**config.mk**
```make
export PLATFORM = sky130hd
export DESIGN_NAME = mod_n_inc
export DESIGN_NICKNAME = d
export VERILOG_FILES = /design/src/rtl/mod_n_pkg.sv /design/src/rtl/mod_n_inc.sv
export SDC_FILE = /design/constraint.sdc
export NUM_CORES = 1
export LEC_CHECK = 0
export BUFFER_PORTS_ARGS = -buffer_cell sky130_fd_sc_hd__buf_2
export CAP_MARGIN = 20
export CORE_MARGIN = 2
export CORE_UTILIZATION = 43
export DETAILED_ROUTE_END_ITERATION = 6
export PLACE_DENSITY = 0.89
export SYNTH_ARGS = -nofsm -noshare
export SYNTH_HDL_FRONTEND = slang
export SYNTH_SLANG_ARGS = --single-unit
export TNS_END_PERCENT = 20
```
**constraint.sdc**
```tcl
create_clock -name vclk -period 3.9
set_input_delay 0.195 -clock vclk [all_inputs]
set_output_delay 0.195 -clock vclk [all_outputs]
set_load 0.05 [all_outputs]
```
**src/rtl/mod_n_pkg.sv**
```systemverilog
// rtl/mod_n_pkg.sv - shared types and wrap rule for the mod-N sequence blocks
package mod_n_pkg;

  typedef enum logic {
    SEARCH = 1'b0,
    LOCKED = 1'b1
  } state_t;

  localparam int MAX_WIDTH = 64;

  // Successor in the mod-N sequence; callers widen their operands to MAX_WIDTH.
  function automatic logic [MAX_WIDTH-1:0] mod_n_next(input logic [MAX_WIDTH-1:0] value,
                                                      input logic [MAX_WIDTH-1:0] n);
    return (value == n - 64'd1) ? '0 : value + 64'd1;
  endfunction

  function automatic int max_int(input int a, input int b);
    return (a > b) ? a : b;
  endfunction

endpackage

```
**src/rtl/mod_n_inc.sv**
```systemverilog
// rtl/mod_n_inc.sv - combinational mod-N successor, shared with the incrementer
module mod_n_inc
  import mod_n_pkg::*;
#(
  parameter longint unsigned N     = 256,
  parameter int              WIDTH = 32
) (
  input  logic [WIDTH-1:0] value,
  output logic [WIDTH-1:0] next
);

  assign next = WIDTH'(mod_n_next(MAX_WIDTH'(value), MAX_WIDTH'(N)));

endmodule

```
==> out/results.ini <==
[finish]
fillerInstances = 142
areaGrowthSynthToFinish_pct = 46.1
final_cell_area_sq_um = 1070
regArea_sq_um = 0
drive_above_1_share_pct = 40.4
antenna_cells = 0
clockBufferCount = 0
fin_nets = 206
fin_cells = 187
numSequentialCells = 0

[setup_path]
cpMostUsedCell = buf_2
critPathArrivalTime_ns = 1.95
path_cells = buf_2, ha_1, nand4_2, nor4_4, nand4b_1, xnor2_1, buf_2
crit_required_ns = 3.70
critPathKind = in2out
worst_setup_path_start_kind = primary input
critPathSlowestCell = nor4_4
crit_path_end_kind = output port
critPathMaxStageDelay_ns = 0.60
crit_fanout = 10

[worst_hold_path]
holdCritPathClass = in2out
hold_depth = 3
whs_endpoint = next[0]
worstHoldStart = value[0]

[synthesis]
synth_nets = 141
syn-cell-area_sq_um = 729
synth.distinct_cells = 25
yosysSeqAreaShare_pct = 0
syn_area_per_cell_sq_um = 6.75
synth.yosys.warnings = 0
synthCells = 108

[routing]
first_iter_violations = 17
vias = 1054
drc = 0
drtAntennaViolNets = 0
vias_per_cell = 5.64
drt-pass1-iter-count = 4
routedWlPerCell_um = 12.4
wl_um = 2310

[floorplanning]
fp-row-count = 14
core_sq_um = 1540
dieArea_sq_um = 2040
io_pins = 64
die_w_um = 45.2
start_util_pct = 47.3
fp.dieH_um = 45.2

[timing]
slew_violations = 0
layout_setup_ws_ns = 1.75
rsz0062_at_grt = false
fmax_mhz = 465
post-route-period-util_pct = 55.1
finalHoldViolations = 0
max_slew_margin_pct = 61.6
fin_crit_ns = 2.15
tightestPinTransition_ns = 0.572
finalSetupViolations = 0
setup_tns_ns = 0

[clock_tree]
cts-resized-gates = 0
post_cts_buffers = 0
cts_hold_buf = 0

[grt]
grt_first_pass_wirelength_um = 3520
grt_usage_pct = 21.9
grt_pass1_vias = 902
grt-ovfl-total = 0
grt_max_degree = 11
antenna_found_initial = 0

[power]
powerDensity_nw_per_um2 = 144
p_int_w = 0.0000411
ir_drop_mv = 0.0922
power_frac_clock_pct = 0
power_frac_comb_pct = 100.0
pwr-share-seq_pct = 0
leakagePower_nw = 0.481
switchingPower_w = 0.000113
p_total_w = 0.000154
switching_share_pct = 73.3

[run_status]
status = completed

[place]
dp_hpwl_um = 2000
gp_congestion = 0.864
pre_cts_ws_ns = 1.73
placed_cells = 187
dpl-instance-area_sq_um = 1070
numPortBuffers = 64

[flow_run]
max_cap_viol_count = 0

## cell usage after synthesis, drive strengths merged
| library cell | number | area [sq um] |
|---|---|---|
| nand3 | 13 | 70.1 |
| nor2b | 1 | 6.26 |
| nor2 | 8 | 30.0 |
| o21ai | 3 | 15.0 |
| nand2 | 12 | 45.0 |
| ha | 1 | 12.5 |
| a21oi | 1 | 5.00 |
| and2 | 1 | 6.26 |
| clkbuf | 1 | 3.75 |
| nand4b | 1 | 8.76 |
| nand4 | 12 | 81.3 |
| xor2 | 6 | 52.6 |
| or2 | 2 | 12.5 |
| nor4 | 11 | 105 |
| o21bai | 1 | 7.51 |
| nor3 | 2 | 10.0 |
| inv | 1 | 3.75 |
| and4 | 2 | 17.5 |
| xnor2 | 22 | 193 |
| and3 | 7 | 43.8 |
## final cells by class
type | count | area (sq um) | share of cell area (%)
Tap cell | 16 | 20.0 | 1.88
Multi-Input combinational cell | 106 | 722 | 67.7
Inverter | 1 | 3.75 | 0.352
Timing Repair Buffer | 64 | 320 | 30.0
## metrics by stage
| step | hold WS (ns) | utilization (%) |
|---|---|---|
| after detailed placement | 0.750 | 69.2 |
| after floorplan | 0.566 | - |
| final | 0.750 | 69.2 |
| after global routing | 0.763 | 69.2 |
| after CTS | 0.751 | 69.2 |
| after global placement | 0.738 | 69.2 |
## cell families after synthesis
logic type	Yosys count	synth area share, %
AO/OA/AOI/OAI	5	3.77
XOR/XNOR	28	33.6
adder cells (fa/ha/maj)	1	1.71
buffers and inverters	2	1.03
AND/OR/NAND/NOR	72	59.9
## worst max-delay path, delay by kind of cell
family / cells / cell delay (ns)
xor+xnor: 1 / 0.18
fa+ha+maj: 1 / 0.21
simple gates: 3 / 0.98
buf+inv: 2 / 0.39
## power groups by stage
stage / Combinational, W / Sequential (W) / Clock (W)
2_1_floorplan: 0.000100 / 0 / 0
3_3_place_gp: 0.000151 / 0 / 0
3_5_place_dp: 0.000153 / 0 / 0
4_1_cts: 0.000154 / 0 / 0
5_1_grt: 0.000162 / 0 / 0
6_report: 0.000154 / 0 / 0
## worst max path at each step
stage,to,depth (start not counted),from
final,next[28],7,value[0]
after global routing,next[26],7,value[0]
after CTS,next[28],7,value[0]
after detailed placement,next[28],7,value[0]
after global placement,next[16],7,value[0]
after floorplan,next[28],5,value[0]
## routing by layer
layer / GRT usage (%) / up-vias / part of all wire (%)
met1: 23.8 / 469 / 38
met2: 45.7 / 52 / 54
met4: 2.94 / 0 / 0
met5: 0 / - / 0
li1: - / 533 / -
met3: 1.20 / 0 / 7.6
## cell usage in the layout (no fill, tap or decap)
cell / netlist / final
xnor2_1: 22 / 22
and3_1: 7 / 7
inv_1: 1 / 1
nand4_1: 11 / 11
nor2b_1: 1 / 1
a21oi_1: 1 / 1
or2_1: 2 / 2
and4_1: 2 / 2
buf_2: 0 / 64
nand2_1: 12 / 12
nor2_1: 8 / 8
nor4_1: 8 / 8
nor4_2: 1 / 1
xor2_1: 6 / 6
o21ai_1: 1 / 1
and2_1: 1 / 1
o21ai_0: 2 / 2
nand4b_1: 1 / 1
nor4_4: 2 / 2
o21bai_1: 1 / 1
nand3_1: 12 / 12
ha_1: 1 / 1
nor3_1: 2 / 2
nand3_2: 1 / 1
nand4_2: 1 / 1
Power figures use the tool's default switching activity.
